`config.mk`:
```
export PLATFORM = sky130hd
export DESIGN_NAME = alu_writeback
export DESIGN_NICKNAME = d
export VERILOG_FILES = /design/src/rtl/alu_pkg.sv /design/src/rtl/alu_wb_fifo.sv /design/src/rtl/alu_writeback.sv
export SDC_FILE = /design/constraint.sdc
export NUM_CORES = 1
export LEC_CHECK = 0
export CAP_MARGIN = 20
export CORE_MARGIN = 2
export CORE_UTILIZATION = 55
export CTS_BUF_LIST = sky130_fd_sc_hd__clkbuf_8
export DETAILED_ROUTE_END_ITERATION = 8
export PLACE_DENSITY = 0.87
export RECOVER_POWER = 100
export SLEW_MARGIN = 20
export SYNTH_ARGS = -nofsm -noshare
export SYNTH_HDL_FRONTEND = slang
export SYNTH_SLANG_ARGS = --single-unit
```
`constraint.sdc`:
```
create_clock -name clk -period 4.5 [get_ports clk]
set_input_delay 1.35 -clock clk [delete_from_list [all_inputs] [get_ports clk]]
set_output_delay 1.35 -clock clk [all_outputs]
set_load 0.005 [all_outputs]
```
`src/rtl/alu_pkg.sv`:
```
// -----------------------------------------------------------------------------
// alu_pkg
// Shared types for the ALU writeback stage.
//   REG_WIDTH_DEFAULT / NREGS_DEFAULT : default datapath width and register count
//   wb_entry_t  : one buffered ALU result {data, rd, we, setflags, c, v}
//   flags_t     : architectural flag register {c, v, z, n}
//   wb_state_e  : buffer occupancy FSM {EMPTY, ONE, FULL}
// The entry struct is sized from the package defaults, so the REG_WIDTH and
// NREGS parameters of alu_writeback must stay at these values.
// -----------------------------------------------------------------------------
package alu_pkg;

  localparam int REG_WIDTH_DEFAULT = 16;
  localparam int NREGS_DEFAULT     = 8;
  localparam int ADDR_W_DEFAULT    = $clog2(NREGS_DEFAULT);

  typedef struct packed {
    logic [REG_WIDTH_DEFAULT-1:0] data;
    logic [ADDR_W_DEFAULT-1:0]    rd;
    logic                         we;
    logic                         setflags;
    logic                         c;
    logic                         v;
  } wb_entry_t;

  typedef struct packed {
    logic c;
    logic v;
    logic z;
    logic n;
  } flags_t;

  typedef enum logic [1:0] {
    EMPTY = 2'd0,
    ONE   = 2'd1,
    FULL  = 2'd2
  } wb_state_e;

endpackage

```
`src/rtl/alu_wb_fifo.sv`:
```
// -----------------------------------------------------------------------------
// alu_wb_fifo
// Two-entry in-order buffer for the writeback stage with its occupancy FSM.
//   clk, rst   : clock, asynchronous active-high reset (state only)
//   push       : write push_entry at the tail (ignored when FULL)
//   push_entry : entry to buffer
//   pop        : drop the head (ignored when EMPTY)
//   state      : occupancy EMPTY / ONE / FULL
//   head       : oldest buffered entry (valid when state != EMPTY)
//   youngest   : most recently buffered entry (valid when state != EMPTY)
// -----------------------------------------------------------------------------
module alu_wb_fifo
  import alu_pkg::*;
(
  input  logic      clk,
  input  logic      rst,
  input  logic      push,
  input  wb_entry_t push_entry,
  input  logic      pop,
  output wb_state_e state,
  output wb_entry_t head,
  output wb_entry_t youngest
);

  wb_state_e state_q, state_d;
  logic      rd_ptr_q, rd_ptr_d;
  logic      push_ok, pop_ok, wr_idx;
  wb_entry_t mem_q [2];

  always_comb begin
    push_ok  = push && (state_q != FULL);
    pop_ok   = pop && (state_q != EMPTY);
    rd_ptr_d = rd_ptr_q ^ pop_ok;
    // Tail slot: the head slot itself when empty, otherwise the other slot.
    wr_idx   = (state_q == EMPTY) ? rd_ptr_q : ~rd_ptr_q;
    state_d  = state_q;
    case (state_q)
      EMPTY: if (push_ok) state_d = ONE;
      ONE: begin
        if (push_ok && !pop_ok)      state_d = FULL;
        else if (!push_ok && pop_ok) state_d = EMPTY;
      end
      FULL:    if (pop_ok) state_d = ONE;
      default: state_d = EMPTY;
    endcase
  end

  always_ff @(posedge clk or posedge rst) begin
    if (rst) begin
      state_q  <= EMPTY;
      rd_ptr_q <= 1'b0;
    end else begin
      state_q  <= state_d;
      rd_ptr_q <= rd_ptr_d;
    end
  end

  // Payload storage carries no reset; occupancy alone decides what is live.
  always_ff @(posedge clk) begin
    if (push_ok) mem_q[wr_idx] <= push_entry;
  end

  assign state    = state_q;
  assign head     = mem_q[rd_ptr_q];
  assign youngest = (state_q == FULL) ? mem_q[~rd_ptr_q] : mem_q[rd_ptr_q];

endmodule

```
`src/rtl/alu_writeback.sv`:
```
// -----------------------------------------------------------------------------
// alu_writeback
// Writeback stage behind the ALU: buffers up to two results, retires them in
// order into the register-file write port and owns the C/V/Z/N flag register.
//   clk, rst             : clock, asynchronous active-high reset
//   in_valid/in_ready    : ALU result handshake (in_ready depends on state only)
//   in_data, in_rd, in_we, in_setflags, in_flagc, in_flagv : ALU result fields
//   wb_stall             : register-file port busy, hold the head entry
//   rf_we/rf_waddr/rf_wdata : register-file write port
//   flagc_q..flagn_q     : flag register; flagc_q feeds the ALU carry-in
//   pending              : buffer non-empty
// Optional macro ALU_WB_FWD_EN adds fwd_valid/fwd_addr/fwd_data describing the
// youngest buffered entry that will write a register.
// -----------------------------------------------------------------------------
module alu_writeback
  import alu_pkg::*;
#(
  parameter int REG_WIDTH = REG_WIDTH_DEFAULT,
  parameter int NREGS     = NREGS_DEFAULT,
  localparam int ADDR_W   = $clog2(NREGS)
) (
  input  logic                 clk,
  input  logic                 rst,
  input  logic                 in_valid,
  output logic                 in_ready,
  input  logic [REG_WIDTH-1:0] in_data,
  input  logic [ADDR_W-1:0]    in_rd,
  input  logic                 in_we,
  input  logic                 in_setflags,
  input  logic                 in_flagc,
  input  logic                 in_flagv,
  input  logic                 wb_stall,
  output logic                 rf_we,
  output logic [ADDR_W-1:0]    rf_waddr,
  output logic [REG_WIDTH-1:0] rf_wdata,
  output logic                 flagc_q,
  output logic                 flagv_q,
  output logic                 flagz_q,
  output logic                 flagn_q,
  output logic                 pending
`ifdef ALU_WB_FWD_EN
  ,
  output logic                 fwd_valid,
  output logic [ADDR_W-1:0]    fwd_addr,
  output logic [REG_WIDTH-1:0] fwd_data
`endif
);

  wb_state_e state;
  wb_entry_t head, youngest, push_entry;
  flags_t    flags_q, flags_d;
  logic      retire;

  always_comb begin
    push_entry          = '0;
    push_entry.data     = in_data;
    push_entry.rd       = in_rd;
    push_entry.we       = in_we;
    push_entry.setflags = in_setflags;
    push_entry.c        = in_flagc;
    push_entry.v        = in_flagv;
  end

  alu_wb_fifo u_fifo (
    .clk        (clk),
    .rst        (rst),
    .push       (in_valid),
    .push_entry (push_entry),
    .pop        (retire),
    .state      (state),
    .head       (head),
    .youngest   (youngest)
  );

  assign in_ready = (state != FULL);
  assign pending  = (state != EMPTY);
  assign retire   = pending && !wb_stall;
  assign rf_we    = retire && head.we;
  assign rf_waddr = head.rd;
  assign rf_wdata = head.data;

  always_comb begin
    flags_d = flags_q;
    if (retire && head.setflags) begin
      flags_d.c = head.c;
      flags_d.v = head.v;
      flags_d.z = (head.data == '0);
      flags_d.n = head.data[REG_WIDTH-1];
    end
  end

  always_ff @(posedge clk or posedge rst) begin
    if (rst) flags_q <= '0;
    else     flags_q <= flags_d;
  end

  assign flagc_q = flags_q.c;
  assign flagv_q = flags_q.v;
  assign flagz_q = flags_q.z;
  assign flagn_q = flags_q.n;

`ifdef ALU_WB_FWD_EN
  // Prefer the youngest entry; when it is a compare, fall back to the head.
  always_comb begin
    fwd_valid = 1'b0;
    fwd_addr  = youngest.rd;
    fwd_data  = youngest.data;
    if ((state != EMPTY) && youngest.we) begin
      fwd_valid = 1'b1;
    end else if ((state == FULL) && head.we) begin
      fwd_valid = 1'b1;
      fwd_addr  = head.rd;
      fwd_data  = head.data;
    end
  end
`else
  logic unused_youngest;
  assign unused_youngest = ^youngest;
`endif

endmodule
```
==> results by group, run 1 <==
Setup path
  • Crit end category: output pin
  • CP Capture Point: rf_we
  • Reg2Reg Depth: 3
  • Kind of critical path: in -> out
  • Worst R2R End: u_fifo.mem_q[0][13]
  • Crit path max fanout: 3
  • Worst reg2reg setup slack: 1.62 ns
  • Critical Path Stages: 4
  • Crit-path cells: dlygate4sd3_1, o21bai_1, nor2_1, dlygate4sd3_1
  • Worst endpoint required time: 3.15 ns
  • Crit-path leading delay family: buffers and inverters
  • Slowest-stage cell, CP: dlygate4sd3_1
  • Cell repeated most along the worst path: dlygate4sd3_1
  • Worst r2r src: u_fifo.rd_ptr_q
  • Slowest Stage Delay on Critical Path: 0.58 ns
  • CP startpoint: wb_stall
  • WP buf/inv: 2
  • Startpoint Class: input pin
  • Arrival @ worst endpoint: 2.83 ns

Synth
  • Async set or reset register ratio after synthesis: 0.132
  • Synth unique cells: 28
  • Mapped Avg Cell Area: 16.1 µm²
  • Yosys warnings: 0
  • Synth Instances: 138
  • Yosys top cell by area: edfxtp_1
  • Syn Nets: 165
  • Post-synth EDFFs: 46
  • Register area share after synthesis: 0.700
  • Top_reg_cell synth: edfxtp_1
  • Synth top area cells: edfxtp_1, mux2_2, dfrtp_1, buf_4, mux2i_1
  • Top-count cell post-synth: edfxtp_1
  • Synth cell count leaders: edfxtp_1, buf_4, mux2_2, dfrtp_1, a21oi_1
  • Synth Cell Area: 2220 µm²
  • Top-area cell type share of the netlist area: 0.621
  • Flops & latches, synth: 53

Timing
  • Minimum clock period after layout: 4.18 ns
  • Endpoints failing setup: 0
  • Fin. max-slew vios: 0
  • Endpoints failing hold: 0
  • Fmax: 0.239 GHz
  • Clock Skews: 0.00628 ns
  • Max-Slew Margin vs Limit: 0.122
  • Post-route setup TNS: 0 ns
  • RSZ-0062 raised after global routing: false
  • Worst-margin pin slew: 1.32 ns
  • Final worst-path cycle share: 0.929

Floorplanning
  • Chip height: 67.6 µm
  • Row cnt: 23
  • Die area: 4570 µm²
  • Initial Util: 0.564
  • Core region area: 3940 µm²
  • I/O pins: 53
  • Width of the die: 67.6 µm

Detailed routing
  • ANT nets after route: 0
  • 1st-iter DRT viols: 57
  • Via/cell ratio: 5.26
  • Avg WL per Cell: 16.3 µm
  • WL final: 3670 µm
  • Pre-antenna DRT Iters: 4
  • Via count: 1188
  • DRC errors left: 0

Placement
  • DP HPWL: 2580 µm
  • GPL Wtd Cong: 0.714
  • Placed Instances: 218
  • I/O Buffers: 52

Cells and area
  • Nets: 202
  • Share of post-route cells with drive strength above 1: 0.153
  • # fillers: 257
  • Finished Layout Cells: 226
  • Diode count: 0
  • Final core utilization: 0.694
  • Synth-to-Final Area Change: 23.1%

Min path
  • Hold crit path type: reg -> reg

Clock tree
  • Clock latency on the worst-skew pair: 0.30 ns
  • Num CTS Buffers: 5
  • Clock Sinks: 53
  • Post-CTS Setup Bufs: 0
  • CTS tree: yes
  • Root Buffer: clkbuf_8
  • Hold_buf cts: 0
  • H-tree depth: 2
  • Clk slew on worst S/H paths: 0.09 ns
  • Max clock buf depth: 2
  • Resized Gates After CTS: 0

Run
  • Max Cap Viol: 0

GRT
  • First-pass GRT wire length: 5540 µm
  • Initial antenna violation count: 0
  • Vias in the first global route: 1206
  • Largest net degree at the start of global routing: 33
  • Total grt overflow: 0
  • Tot GR Track Use: 0.171

Status
  • Status: finished clean

Power and ir drop
  • Total Power: 0.00142 W
  • Combinational Power Share: 0.286
  • LEAKAGE: 0.965 nW
  • Int Power: 0.00103 W
  • Sw power: 0.000386 W
  • Maximum vdd drop: 0.000312 V
  • Seq pwr share: 0.524
  • P per Cell Area: 518 nW/µm²
  • Clock share of power: 0.190
  • Sw Share: 0.273
==> worst min path at each step <==
stage / slack, ns / startpoint / endpoint / cells after the start
global placement: 0.50 / flagn_q / flagn_q / 1
finish: 0.53 / flagn_q / flagn_q / 1
global route: 0.55 / flagn_q / flagn_q / 1
floorplan: 0.51 / flagn_q / flagn_q / 1
CTS: 0.54 / flagn_q / flagn_q / 1
detailed placement: 0.52 / flagn_q / flagn_q / 1
==> flip-flops by register name (all words and copies together) (netlist names) <==
signal	cells
flagc_q	1
flagn_q	1
flagv_q	1
flagz_q	1
u_fifo.mem_q	46
u_fifo.rd_ptr_q	1
u_fifo.state	2
==> through the flow <==
step / instance area (µm²) / setup slack [ns] / hold WS [ns]
after global placement: 2650 / 0.508 / 0.496
after global routing: 2740 / 0.283 / 0.548
final: 2740 / 0.320 / 0.529
after floorplan: 2220 / 1.49 / 0.505
after CTS: 2740 / 0.501 / 0.542
after detailed placement: 2650 / 0.508 / 0.525
==> kinds of logic (layout without fill, tap and decap cells) <==
group | count (synthesis) | in the layout | share of synthesized area
flops | 53 | 53 | 0.700
buf+inv | 25 | 63 | 0.0793
mux | 24 | 24 | 0.121
simple gates | 23 | 23 | 0.0630
compound gates | 12 | 12 | 0.0326
xor+xnor | 1 | 1 | 0.00394
==> cells in the final DEF (no fill, tap or decap), drive strengths merged <==
| master | instances |
|---|---|
| clkinvlp | 1 |
| nand2b | 1 |
| mux2i | 4 |
| nor2b | 4 |
| nor3b | 2 |
| xnor2 | 1 |
| nor3 | 1 |
| a41o | 1 |
| dlygate4sd3 | 48 |
| o21ai | 1 |
| dfrtp | 7 |
| clkdlybuf4s50 | 4 |
| o21a | 1 |
| mux2 | 20 |
| nand3 | 1 |
| clkbuf | 7 |
| o22ai | 2 |
| inv | 3 |
| nand2 | 2 |
| nor2 | 4 |
| nor4 | 5 |
| edfxtp | 46 |
| or2 | 1 |
| or4b | 1 |
| o21bai | 1 |
| or4 | 1 |
| a21oi | 6 |
==> per-layer routing <==
metal	GRT usage	wire, µm
met5	0	0
met4	0.0612	46
met3	0.0517	217
met2	0.298	1950
met1	0.199	1460
==> cell type report <==
type	count	area [µm²]	share of cell area
clock inverters	2	11.3	0.00411
multi-input cells	60	493	0.180
inverters	2	7.51	0.00274
flip-flops and latches	53	1560	0.569
well taps	50	62.6	0.0229
repair buffers	53	524	0.191
clock buffers	6	82.6	0.0302
==> power groups by stage <==
stage                     clock [W]  combinational [W]  sequential, W
after global placement            0           0.000441       0.000744
after detailed placement          0           0.000448       0.000756
final                      0.000269           0.000405       0.000743
after CTS                  0.000276           0.000451       0.000745
after floorplan                   0           0.000356       0.000694
after global routing       0.000294           0.000437       0.000761
Note: power is estimated with default switching activity, not from simulation.
==> inputs of run 2 (changes only) <==
SLEW_MARGIN = not set   (was 20)
==> results by group, run 2 (synthesized netlist as in run 1, its figures left out) <==
Clock tree
  • Resized Gates After CTS: 0 (unchanged)
  • Num CTS Buffers: 5 (unchanged)
  • Max clock buf depth: 2 (unchanged)
  • Hold_buf cts: 0 (unchanged)
  • H-tree depth: 2 (unchanged)
  • Clk slew on worst S/H paths: 0.09 ns (about the same)
  • Post-CTS Setup Bufs: 0 (unchanged)
  • Root Buffer: clkbuf_8
  • CTS tree: yes
  • Clock latency on the worst-skew pair: 0.29 ns (about the same)
  • Clock Sinks: 53 (unchanged)

Run
  • Max Cap Viol: 0 (unchanged)

Cells and area
  • Final core utilization: 0.695 (about the same)
  • Share of post-route cells with drive strength above 1: 0.147 (-0.00652)
  • Commonest non-fill, non-tap cell in the layout: edfxtp_1
  • Max reg flops: 46 (unchanged)
  • Diode count: 0 (unchanged)
  • Register Area: 1560 µm² (unchanged)
  • Multi-input combinational cell area: 490 µm² (-0.51%)
  • # fillers: 244 (-5.1%)
  • Nets: 203 (+0.50%)
  • Finished Layout Cells: 227 (+0.44%)
  • Synth-to-Final Area Change: 23.2% (about the same)
  • Commonest cells after routing, fill and taps aside: edfxtp_1, dlygate4sd3_1, mux2_2
  • Reg with most FFs: u_fifo.mem_q

Setup path
  • Worst endpoint required time: 3.15 ns (about the same)
  • Slowest Stage Delay on Critical Path: 0.59 ns (about the same)
  • Crit path max fanout: 3 (unchanged)
  • WP buf/inv: 2 (unchanged)
  • Kind of critical path: in -> out
  • Cell repeated most along the worst path: dlygate4sd3_1
  • Crit-path leading delay family: buffers and inverters
  • Slowest-stage cell, CP: dlygate4sd3_1
  • Arrival @ worst endpoint: 2.84 ns (about the same)
  • Crit end category: output pin
  • Startpoint Class: input pin
  • Crit-path cells: dlygate4sd3_1, o21bai_1, nor2_1, dlygate4sd3_1

Placement
  • GPL Wtd Cong: 0.714 (unchanged)
  • Placed Instances: 219 (+0.46%)
  • Post-Place Setup Slack: 0.510 ns (+0.00172 ns)
  • I/O Buffers: 52 (unchanged)
  • DP HPWL: 2660 µm (+3.3%)

Detailed routing
  • Via/cell ratio: 5.33 (+1.3%)
  • Pre-antenna DRT Iters: 4 (unchanged)
  • Via count: 1209 (+1.8%)
  • WL final: 3740 µm (+1.7%)
  • 1st-iter DRT viols: 68 (+19%)
  • DRC errors left: 0 (unchanged)
  • ANT nets after route: 0 (unchanged)
  • Avg WL per Cell: 16.5 µm (+1.2%)

Min path
  • Hold crit path type: reg -> reg

Timing
  • Post-route setup TNS: 0 ns (unchanged)
  • Endpoints failing setup: 0 (unchanged)
  • Minimum clock period after layout: 4.19 ns (+0.0116 ns)
  • RSZ-0062 raised after global routing: false
  • Fin. max-slew vios: 0 (unchanged)
  • Clock Skews: 0.00430 ns (-0.00198 ns)
  • Fmax: 0.239 GHz (-0.28%)
  • Worst-margin pin slew: 1.34 ns (+0.0278 ns)
  • Final worst-path cycle share: 0.931 (+0.00257)
  • Max-Slew Margin vs Limit: 0.104 (-0.0186)
  • Endpoints failing hold: 0 (unchanged)
  • Final Worst Setup Slack: 0.308 ns (-0.0116 ns)

Status
  • Status: finished clean

GRT
  • Vias in the first global route: 1261 (+4.6%)
  • First-pass GRT wire length: 5640 µm (+1.8%)
  • Largest net degree at the start of global routing: 24 (-27%)
  • Tot GR Track Use: 0.175 (+0.00439)
  • Total grt overflow: 0 (unchanged)
  • Initial antenna violation count: 0 (unchanged)

Power and ir drop
  • Sw power: 0.000389 W (+0.59%)
  • Combinational Power Share: 0.315 (+0.029)
  • Int Power: 0.00104 W (+1.1%)
  • Seq pwr share: 0.500 (-0.024)
  • Total Power: 0.00143 W (+0.93%)
  • Maximum vdd drop: 0.000297 V (-5.1%)
  • LEAKAGE: 0.963 nW (-0.20%)
  • Sw Share: 0.272 (-0.000901)
  • Clock share of power: 0.185 (-0.005)
  • P per Cell Area: 522 nW/µm² (+0.88%)

Floorplanning
  • Core region area: 3940 µm² (unchanged)
  • Initial Util: 0.564 (unchanged)
  • Chip height: 67.6 µm (unchanged)
  • Die area: 4570 µm² (unchanged)
  • Width of the die: 67.6 µm (unchanged)
  • I/O pins: 53 (unchanged)
  • Row cnt: 23 (unchanged)
-- run 2: cell types whose count changed in the layout (fill, tap and decap cells not counted) --
cell and delta:
clkbuf_1 +1, clkdlybuf4s50_1 +8, dlygate4sd3_1 -8, nor2b_1 +1, nor2b_2 -1
-- run 2: cell type report --
| class | count | area share |
|---|---|---|
| clock buffer | 6 | 0.0302 |
| clock inverter | 2 | 0.00411 |
| inverter | 2 | 0.00274 |
| multi-input combinational | 60 | 0.179 |
| sequential | 53 | 0.568 |
| tap | 50 | 0.0228 |
| timing repair buffer | 54 | 0.193 |
-- run 2: stage by stage --
stage          cell area [µm²]  hold WS, ns
2_1_floorplan             2220        0.505
3_3_place_gp              2650        0.496
3_5_place_dp              2680        0.496
4_1_cts                   2770        0.516
5_1_grt                   2740        0.538
6_report                  2740        0.506
-- run 2: worst register-to-register path, stage by stage, from the launching register on --
cell and delay, ns:
dfrtp_1 0.70, clkbuf_1 0.82, mux2i_1 0.17, nor2_1 0.38, mux2_2 0.39
-- run 2: power by group through the flow --
stage | clock (W) | combinational (W) | sequential, W
6_report | 0.000264 | 0.000451 | 0.000716
5_1_grt | 0.000291 | 0.000487 | 0.000728
4_1_cts | 0.000273 | 0.000508 | 0.000719
3_5_place_dp | 0 | 0.000504 | 0.000730
3_3_place_gp | 0 | 0.000441 | 0.000744
2_1_floorplan | 0 | 0.000356 | 0.000694
-- run 2: final timing paths --
kind	from	endpoint	slack, ns	depth (start not counted)
min	flagn_q	flagn_q	0.51	1
min in group asynchronous	rst	u_fifo.state[0]	1.42	2
max	wb_stall	rf_we	0.31	4
min reg2reg	flagn_q	flagn_q	0.51	1
max reg2reg	u_fifo.rd_ptr_q	flagn_q	1.93	4
max in group asynchronous	rst	flagn_q	2.87	2
-- run 2: routing by layer --
metal | GRT usage | share of wire | vias to the layer above
li1 | - | - | 578
met1 | 0.201 | 0.39 | 584
met2 | 0.301 | 0.54 | 41
met3 | 0.0583 | 0.055 | 6
met4 | 0.0714 | 0.017 | 0
met5 | 0 | 0 | -
